### config.mk
export PLATFORM = sky130hd
export DESIGN_NAME = pi_loop_controller
export DESIGN_NICKNAME = d
export VERILOG_FILES = /design/src/rtl/pi_loop_controller.sv
export SDC_FILE = /design/constraint.sdc
export NUM_CORES = 2
export LEC_CHECK = 0
export BUFFER_PORTS_ARGS = -buffer_cell sky130_fd_sc_hd__buf_2
export CAP_MARGIN = 40
export CORE_ASPECT_RATIO = 0.5
export CORE_UTILIZATION = 64
export CTS_CLUSTER_SIZE = 40
export DETAILED_ROUTE_END_ITERATION = 16
export GPL_TIMING_DRIVEN = 0
export PLACE_DENSITY = 0.83
export SETUP_SLACK_MARGIN = 0.5
export SLEW_MARGIN = 20
export SYNTH_ARGS = -nofsm -noshare
export SYNTH_HDL_FRONTEND = slang
export SYNTH_SLANG_ARGS = --single-unit
### constraint.sdc
create_clock -name clk -period 10.8 [get_ports clk]
set_input_delay 0.54 -clock clk [delete_from_list [all_inputs] [get_ports clk]]
set_output_delay 0.54 -clock clk [all_outputs]
set_load 0.01 [all_outputs]
### src/rtl/pi_loop_controller.sv
// ---------------------------------------------------------------------------
// pi_loop_controller
//
// Fixed-point PI regulator fed by network_wrapper. Turns a stream of signed
// ADC samples into a signed 14-bit DAC code. Everything runs in the
// rx_xcvr_clk (125 MHz) domain.
//
// Build option:
//   PI_ANTIWINDUP_EN  - when defined, the integrator is frozen while the
//                       output sits beyond a limit and the increment would
//                       push it further out (conditional integration).
//                       When undefined, the integrator only saturates at
//                       ACC_W bits.
//
// Ports:
//   clk, reset                        clock, synchronous active-high reset
//   pi_enable_cmd / pi_reset_cmd      one-cycle pulses: go to RUN / clear
//                                     the loop and go to IDLE (reset wins)
//   pi_kp_coefficient (+_update_cmd)  unsigned Q7.FRAC_BITS proportional gain
//   pi_ti_coefficient (+_update_cmd)  unsigned Q7.FRAC_BITS gain per sample
//   pi_setpoint (+_update_cmd)        signed 27-bit setpoint
//   pi_limit_HI / pi_limit_LO         signed output limits, used live
//   adc_data / adc_valid              signed sample and its strobe
//   dac_code / dac_valid              signed output code, one strobe per sample
//   pi_running                        high while in RUN
//   pi_limit_err                      high while pi_limit_HI < pi_limit_LO
//
// Pipeline: S1 error, S2 multiply, S3 shift+saturate, S4 integrate+clamp.
// A sample accepted in cycle N shows dac_valid in cycle N+4.
// ---------------------------------------------------------------------------
module pi_loop_controller #(
    parameter int FRAC_BITS = 20,
    parameter int ADC_W     = 16,
    parameter int ACC_W     = 40
) (
    input  logic             clk,
    input  logic             reset,
    input  logic             pi_enable_cmd,
    input  logic             pi_reset_cmd,
    input  logic [26:0]      pi_kp_coefficient,
    input  logic             pi_kp_coefficient_update_cmd,
    input  logic [26:0]      pi_ti_coefficient,
    input  logic             pi_ti_coefficient_update_cmd,
    input  logic [26:0]      pi_setpoint,
    input  logic             pi_setpoint_update_cmd,
    input  logic [13:0]      pi_limit_HI,
    input  logic [13:0]      pi_limit_LO,
    input  logic [ADC_W-1:0] adc_data,
    input  logic             adc_valid,
    output logic [13:0]      dac_code,
    output logic             dac_valid,
    output logic             pi_running,
    output logic             pi_limit_err
);

    localparam int COEF_W = 27;
    localparam int ERR_W  = COEF_W + 1;
    localparam int PROD_W = 2 * ERR_W;
    localparam int DAC_W  = 14;

    typedef enum logic {
        IDLE = 1'b0,
        RUN  = 1'b1
    } state_t;

    state_t state;

    // Parameter sets: shadow holds the latest update, active is what the
    // loop uses; pending marks a shadow value not yet promoted.
    logic [COEF_W-1:0] kp_shadow, ti_shadow, sp_shadow;
    logic [COEF_W-1:0] kp_active, ti_active, sp_active;
    logic              kp_pend, ti_pend, sp_pend;

    logic [COEF_W-1:0] kp_eff, ti_eff, sp_eff;
    logic              sample_take;
    logic              param_load;

    // Pipeline registers
    logic                     s1_valid, s2_valid, s3_valid;
    logic signed [ERR_W-1:0]  s1_err;
    logic [COEF_W-1:0]        s1_kp, s1_ti;
    logic signed [PROD_W-1:0] s2_p, s2_q;
    logic signed [ACC_W-1:0]  s3_p, s3_inc;
    logic signed [ACC_W-1:0]  integ;

    // S4 combinational results
    logic signed [ACC_W:0]    integ_sum, out_sum, hi_ext, lo_ext;
    logic signed [ACC_W-1:0]  integ_new, integ_next;
    logic [DAC_W-1:0]         code_next;

    // Saturate a shifted product to ACC_W: in range only if every bit above
    // the ACC_W sign bit equals it.
    function automatic logic signed [ACC_W-1:0] sat_prod(input logic signed [PROD_W-1:0] x);
        if (&x[PROD_W-1:ACC_W-1] || ~|x[PROD_W-1:ACC_W-1])
            return x[ACC_W-1:0];
        else if (x[PROD_W-1])
            return {1'b1, {(ACC_W-1){1'b0}}};
        else
            return {1'b0, {(ACC_W-1){1'b1}}};
    endfunction

    function automatic logic signed [ACC_W-1:0] sat_sum(input logic signed [ACC_W:0] x);
        if (x[ACC_W] == x[ACC_W-1])
            return x[ACC_W-1:0];
        else if (x[ACC_W])
            return {1'b1, {(ACC_W-1){1'b0}}};
        else
            return {1'b0, {(ACC_W-1){1'b1}}};
    endfunction

    // A sample entering in RUN already sees a pending value, so the whole
    // sample is processed with one consistent parameter set.
    assign kp_eff = kp_pend ? kp_shadow : kp_active;
    assign ti_eff = ti_pend ? ti_shadow : ti_active;
    assign sp_eff = sp_pend ? sp_shadow : sp_active;

    assign sample_take = (state == RUN) && adc_valid && !pi_reset_cmd;
    assign param_load  = (state == IDLE) || sample_take;

    // -----------------------------------------------------------------------
    // Control: state machine, status outputs, parameter shadow/active sets
    // -----------------------------------------------------------------------
    // NOTE: state registers use non-blocking assignments so every always_ff
    // samples the pre-edge values regardless of evaluation order.
    always_ff @(posedge clk) begin
        if (reset) begin
            state        <= IDLE;
            pi_running   <= 1'b0;
            pi_limit_err <= 1'b0;
            kp_shadow    <= '0;
            ti_shadow    <= '0;
            sp_shadow    <= '0;
            kp_active    <= '0;
            ti_active    <= '0;
            sp_active    <= '0;
            kp_pend      <= 1'b0;
            ti_pend      <= 1'b0;
            sp_pend      <= 1'b0;
        end else begin
            if (pi_reset_cmd) begin
                state      <= IDLE;
                pi_running <= 1'b0;
            end else if (pi_enable_cmd) begin
                state      <= RUN;
                pi_running <= 1'b1;
            end

            pi_limit_err <= ($signed(pi_limit_HI) < $signed(pi_limit_LO));

            if (param_load && kp_pend) kp_active <= kp_shadow;
            if (param_load && ti_pend) ti_active <= ti_shadow;
            if (param_load && sp_pend) sp_active <= sp_shadow;

            // A fresh update re-arms pending even on a promotion cycle.
            if (pi_kp_coefficient_update_cmd) begin
                kp_shadow <= pi_kp_coefficient;
                kp_pend   <= 1'b1;
            end else if (param_load) begin
                kp_pend   <= 1'b0;
            end

            if (pi_ti_coefficient_update_cmd) begin
                ti_shadow <= pi_ti_coefficient;
                ti_pend   <= 1'b1;
            end else if (param_load) begin
                ti_pend   <= 1'b0;
            end

            if (pi_setpoint_update_cmd) begin
                sp_shadow <= pi_setpoint;
                sp_pend   <= 1'b1;
            end else if (param_load) begin
                sp_pend   <= 1'b0;
            end
        end
    end

    // -----------------------------------------------------------------------
    // S4: integrate, sum, clamp
    // -----------------------------------------------------------------------
`ifdef PI_ANTIWINDUP_EN
    logic inc_pos, inc_neg;
    assign inc_pos = !s3_inc[ACC_W-1] && (|s3_inc);
    assign inc_neg = s3_inc[ACC_W-1];
`endif

    // NOTE: every branch of this block assigns every output (defaults first
    // where needed), so no latch is inferred.
    always_comb begin
        integ_sum = (ACC_W+1)'(integ) + (ACC_W+1)'(s3_inc);
        integ_new = sat_sum(integ_sum);
        out_sum   = (ACC_W+1)'(s3_p) + (ACC_W+1)'(integ_new);
        hi_ext    = (ACC_W+1)'($signed(pi_limit_HI));
        lo_ext    = (ACC_W+1)'($signed(pi_limit_LO));

        // Inverted limits: LO takes precedence.
        if (hi_ext < lo_ext)
            code_next = pi_limit_LO;
        else if (out_sum > hi_ext)
            code_next = pi_limit_HI;
        else if (out_sum < lo_ext)
            code_next = pi_limit_LO;
        else
            code_next = out_sum[DAC_W-1:0];

        integ_next = integ_new;
`ifdef PI_ANTIWINDUP_EN
        if ((out_sum > hi_ext && inc_pos) || (out_sum < lo_ext && inc_neg))
            integ_next = integ;
`endif
    end

    // -----------------------------------------------------------------------
    // Stage valids, integrator and output register
    // -----------------------------------------------------------------------
    always_ff @(posedge clk) begin
        if (reset || pi_reset_cmd) begin
            s1_valid  <= 1'b0;
            s2_valid  <= 1'b0;
            s3_valid  <= 1'b0;
            dac_valid <= 1'b0;
            dac_code  <= '0;
            integ     <= '0;
        end else begin
            s1_valid  <= sample_take;
            s2_valid  <= s1_valid;
            s3_valid  <= s2_valid;
            dac_valid <= s3_valid;
            if (s3_valid) begin
                dac_code <= code_next;
                integ    <= integ_next;
            end
        end
    end

    // -----------------------------------------------------------------------
    // S1..S3 data registers
    // -----------------------------------------------------------------------
    // NOTE: these data registers carry no reset; the stage valids qualify
    // them, so their power-up contents never reach an output.
    always_ff @(posedge clk) begin
        if (sample_take) begin
            s1_err <= {sp_eff[COEF_W-1], sp_eff}
                    - {{(ERR_W-ADC_W){adc_data[ADC_W-1]}}, adc_data};
            s1_kp  <= kp_eff;
            s1_ti  <= ti_eff;
        end
        if (s1_valid) begin
            // Gains are unsigned: zero-extend before the signed multiply.
            s2_p <= PROD_W'($signed({1'b0, s1_kp})) * PROD_W'(s1_err);
            s2_q <= PROD_W'($signed({1'b0, s1_ti})) * PROD_W'(s1_err);
        end
        if (s2_valid) begin
            s3_p   <= sat_prod(s2_p >>> FRAC_BITS);
            s3_inc <= sat_prod(s2_q >>> FRAC_BITS);
        end
    end

endmodule
==> impl_metrics.env <==
export IMPL_status="completed"
export IMPL_cp_start_kind="flop"
export IMPL_synth_edf_count=226
export IMPL_num_rows=86
export IMPL_cts_tree="built"
export IMPL_syn_area_um2=71800
export IMPL_clk_pin_slew_ns=0.07
export IMPL_post_drt_wl_per_cell_um=23.3
export IMPL_hp_start="pi_enable_cmd"
export IMPL_io_buffers=145
export IMPL_skew_ns=0.0300
export IMPL_final_hold_viol_count=0
export IMPL_worstHoldPathType="input port to flop"
export IMPL_crit_start="s1_err[4]$_DFFE_PP_"
export IMPL_post_synth_top_count_cell="inv_1"
export IMPL_cts_sinks=451
export IMPL_swShare_pct=54.6
export IMPL_synthToLayoutAreaGrowth_pct=7.58
export IMPL_core_um2=111000
export IMPL_dp_hpwl_um=185000
export IMPL_p_clk_share_pct=6.9
export IMPL_ir_worst_vdd_mv=0.594
export IMPL_synth_async_sr_flop_share_pct=0
export IMPL_synth_top_cells_by_count="inv_1, nand2_1, fa_1"
export IMPL_dp_cells=9480
export IMPL_yosys_top_cells_area="fa_1, ha_1, edfxtp_1"
export IMPL_rsz0062_at_grt="no"
export IMPL_stdcell_count=9623
export IMPL_fillers=8429
export IMPL_post_cts_setup_buffers=0
export IMPL_p_int_mw=10.2
export IMPL_postCtsHoldBufs=0
export IMPL_r2r_setup_slack_ns=1.08
export IMPL_crit_end="s2_q[33]$_DFFE_PP_"
export IMPL_htreeDepth=2
export IMPL_vias=57100
export IMPL_drt_initial_drc_count=6125
export IMPL_finalSetupTns_ns=0
export IMPL_tightest_slew_ns=0.987
export IMPL_ys_seq_area_share_pct=15.7
export IMPL_maxSlewViolCount=0
export IMPL_r2r_start="s1_err[4]$_DFFE_PP_"
export IMPL_combPwrFrac_pct=81.0
export IMPL_finalSetupViolations=0
export IMPL_power_density_nw_per_um2=291
export IMPL_track_usage_pct=40.2
export IMPL_cp_data_required_time_ns=11.17
export IMPL_synth_nets=9917
export IMPL_maxSlewHeadroom_pct=34.2
export IMPL_period_share_pct=90.0
export IMPL_die_w_um=476
export IMPL_ant_nets=0
export IMPL_vias_per_cell=5.93
export IMPL_p_sw_mw=12.3
export IMPL_cellLeakagePower_nw=39.1
export IMPL_synth_cells=7764
export IMPL_reg2reg_depth=25
export IMPL_drive_gt1_share_pct=5.59
export IMPL_grt_pass1_vias=57700
export IMPL_r2r_end="s2_q[33]$_DFFE_PP_"
export IMPL_die_area_um2=114000
export IMPL_grt_max_degree=61
export IMPL_finalHoldWorstSlack_ns=0.155
export IMPL_max_freq_mhz=103
export IMPL_wl_um=224000
export IMPL_ios=150
export IMPL_grt_pass1_wl_um=338000
export IMPL_insertion_delay_ns=0.61
export IMPL_gp_congestion=1.06
export IMPL_cts_path_max_buffers=3
export IMPL_synth_cell_types=80
export IMPL_dr_pass1_iters=7
export IMPL_syn_area_per_cell_um2=9.25
export IMPL_final_nets=10200
export IMPL_initial_utilization_pct=64.9
export IMPL_netlist_top_cell_by_area="fa_1"
export IMPL_die_h_um=239
export IMPL_synth_ff_type="edfxtp_1"
export IMPL_worst_ep_arrival_time_ns=10.10
export IMPL_critPathKind="flop to flop"
export IMPL_yosysWarnings=0
export IMPL_path_max_fanout=10
export IMPL_cts_root_buf="clkbuf_16"
export IMPL_synth_seq_cells=451
export IMPL_yosysTopAreaCellShare_pct=36.2
export IMPL_drv_cap=0
export IMPL_numCtsBuffers=42
export IMPL_drc_errors=0
export IMPL_post_cts_resized=0
export IMPL_antenna_found_initial=28
export IMPL_seqPwrFrac_pct=12.1
export IMPL_crit_path_end_kind="flop"
export IMPL_finalCriticalPeriod_ns=9.72
export IMPL_finalPower_mw=22.5
export IMPL_grt_overflow_total=0
## power groups by stage
stage / combinational (mW) / clock, mW / sequential (mW)
2_1_floorplan: 11.0 / 0 / 2.74
3_3_place_gp: 16.7 / 0 / 2.76
3_5_place_dp: 17.2 / 0 / 2.76
4_1_cts: 17.4 / 1.57 / 2.72
5_1_grt: 19.6 / 1.64 / 2.73
6_report: 18.2 / 1.55 / 2.72
## layer usage
layer	track usage (%)	vias to the layer above	routed length, um
li1	-	24600	-
met1	51.8	28000	83800
met2	58.5	3713	93100
met3	18.3	803	34500
met4	16.8	28	11900
met5	0.725	-	529
## sequential cells by signal (all words and copies together) (netlist names), 14 cells and up
name / count
integ: 40
s2_p: 36
s2_q: 36
s3_inc: 36
s3_p: 36
s1_err: 28
kp_active: 27
kp_shadow: 27
s1_kp: 27
s1_ti: 27
sp_active: 27
sp_shadow: 27
ti_active: 27
ti_shadow: 27
dac_code: 14
## metrics by stage
step / setup slack [ns] / cell area (um2) / utilization (%)
detailed placement: 1.25 / 75400 / 68.1
finish: 1.08 / 77300 / 69.8
floorplan: 3.11 / 71800 / -
global placement: 0.132 / 74400 / 67.2
CTS: 1.16 / 76800 / 69.4
global route: 0.653 / 77200 / 69.7
## cells by family (layout without fill, tap and decap cells)
group | after synthesis | count (layout) | share of synthesized area [%]
AND/OR/NAND/NOR | 2313 | 2313 | 14.4
adder cells (fa/ha/maj) | 2033 | 2033 | 48.9
buffers and inverters | 1890 | 2215 | 9.91
AO/OA/AOI/OAI | 748 | 748 | 6.63
flip-flops | 451 | 451 | 15.7
multiplexers | 166 | 166 | 2.45
XOR/XNOR | 163 | 163 | 1.99
other | 0 | 38 | 0
## worst max-delay path, stage by stage (launching register included)
cell	delay [ns]
edfxtp_1	0.32
clkbuf_1	0.68
clkbuf_1	0.63
nand2_1	0.17
fa_1	0.56
inv_1	0.06
fa_1	0.44
fa_1	0.50
fa_1	0.53
inv_1	0.06
fa_1	0.53
inv_1	0.07
fa_1	0.58
fa_1	0.45
ha_1	0.29
ha_1	0.33
a211oi_1	0.39
nand3_1	0.14
a31oi_1	0.70
o32ai_1	0.28
a21oi_1	0.39
o21ai_0	0.29
a21o_1	0.28
a21oi_1	0.26
o21ai_0	0.17
xor2_1	0.36
## worst min-delay path by stage
stage	to	slack (ns)	depth (start not counted)
global placement	s3_p[13]$_DFFE_PP_	0.40	0
global route	state$_SDFFE_PP0P_	0.15	3
floorplan	s3_inc[0]$_DFFE_PP_	0.40	0
finish	state$_SDFFE_PP0P_	0.15	3
CTS	state$_SDFFE_PP0P_	0.14	3
detailed placement	s3_inc[26]$_DFFE_PP_	0.40	0
## cells in the final DEF (no fill, tap or decap), types with 126 or more instances in the layout
cell	synthesis	final
a21o_1	131	131
clkbuf_1	394	396
inv_1	1481	1481
ha_1	723	723
a21oi_1	256	256
buf_2	7	154
dfxtp_1	225	223
and2_1	361	361
nor2_1	248	247
nand2_1	1394	1394
fa_1	1297	1297
o21ai_0	126	126
edfxtp_1	226	226
## layout make-up
class,count,area (um2),area share (%)
Antenna cell,38,95.1,0.123
Buffer,409,1560,2.02
Tap cell,1496,1870,2.42
Inverter,1481,5560,7.20
Multi-Input combinational cell,5423,53400,69.2
Timing Repair Buffer,248,1990,2.58
Clock inverter,23,246,0.319
Clock buffer,54,1180,1.53
Sequential cell,451,11300,14.6
No activity file was read; power rests on OpenSTA's default activity.
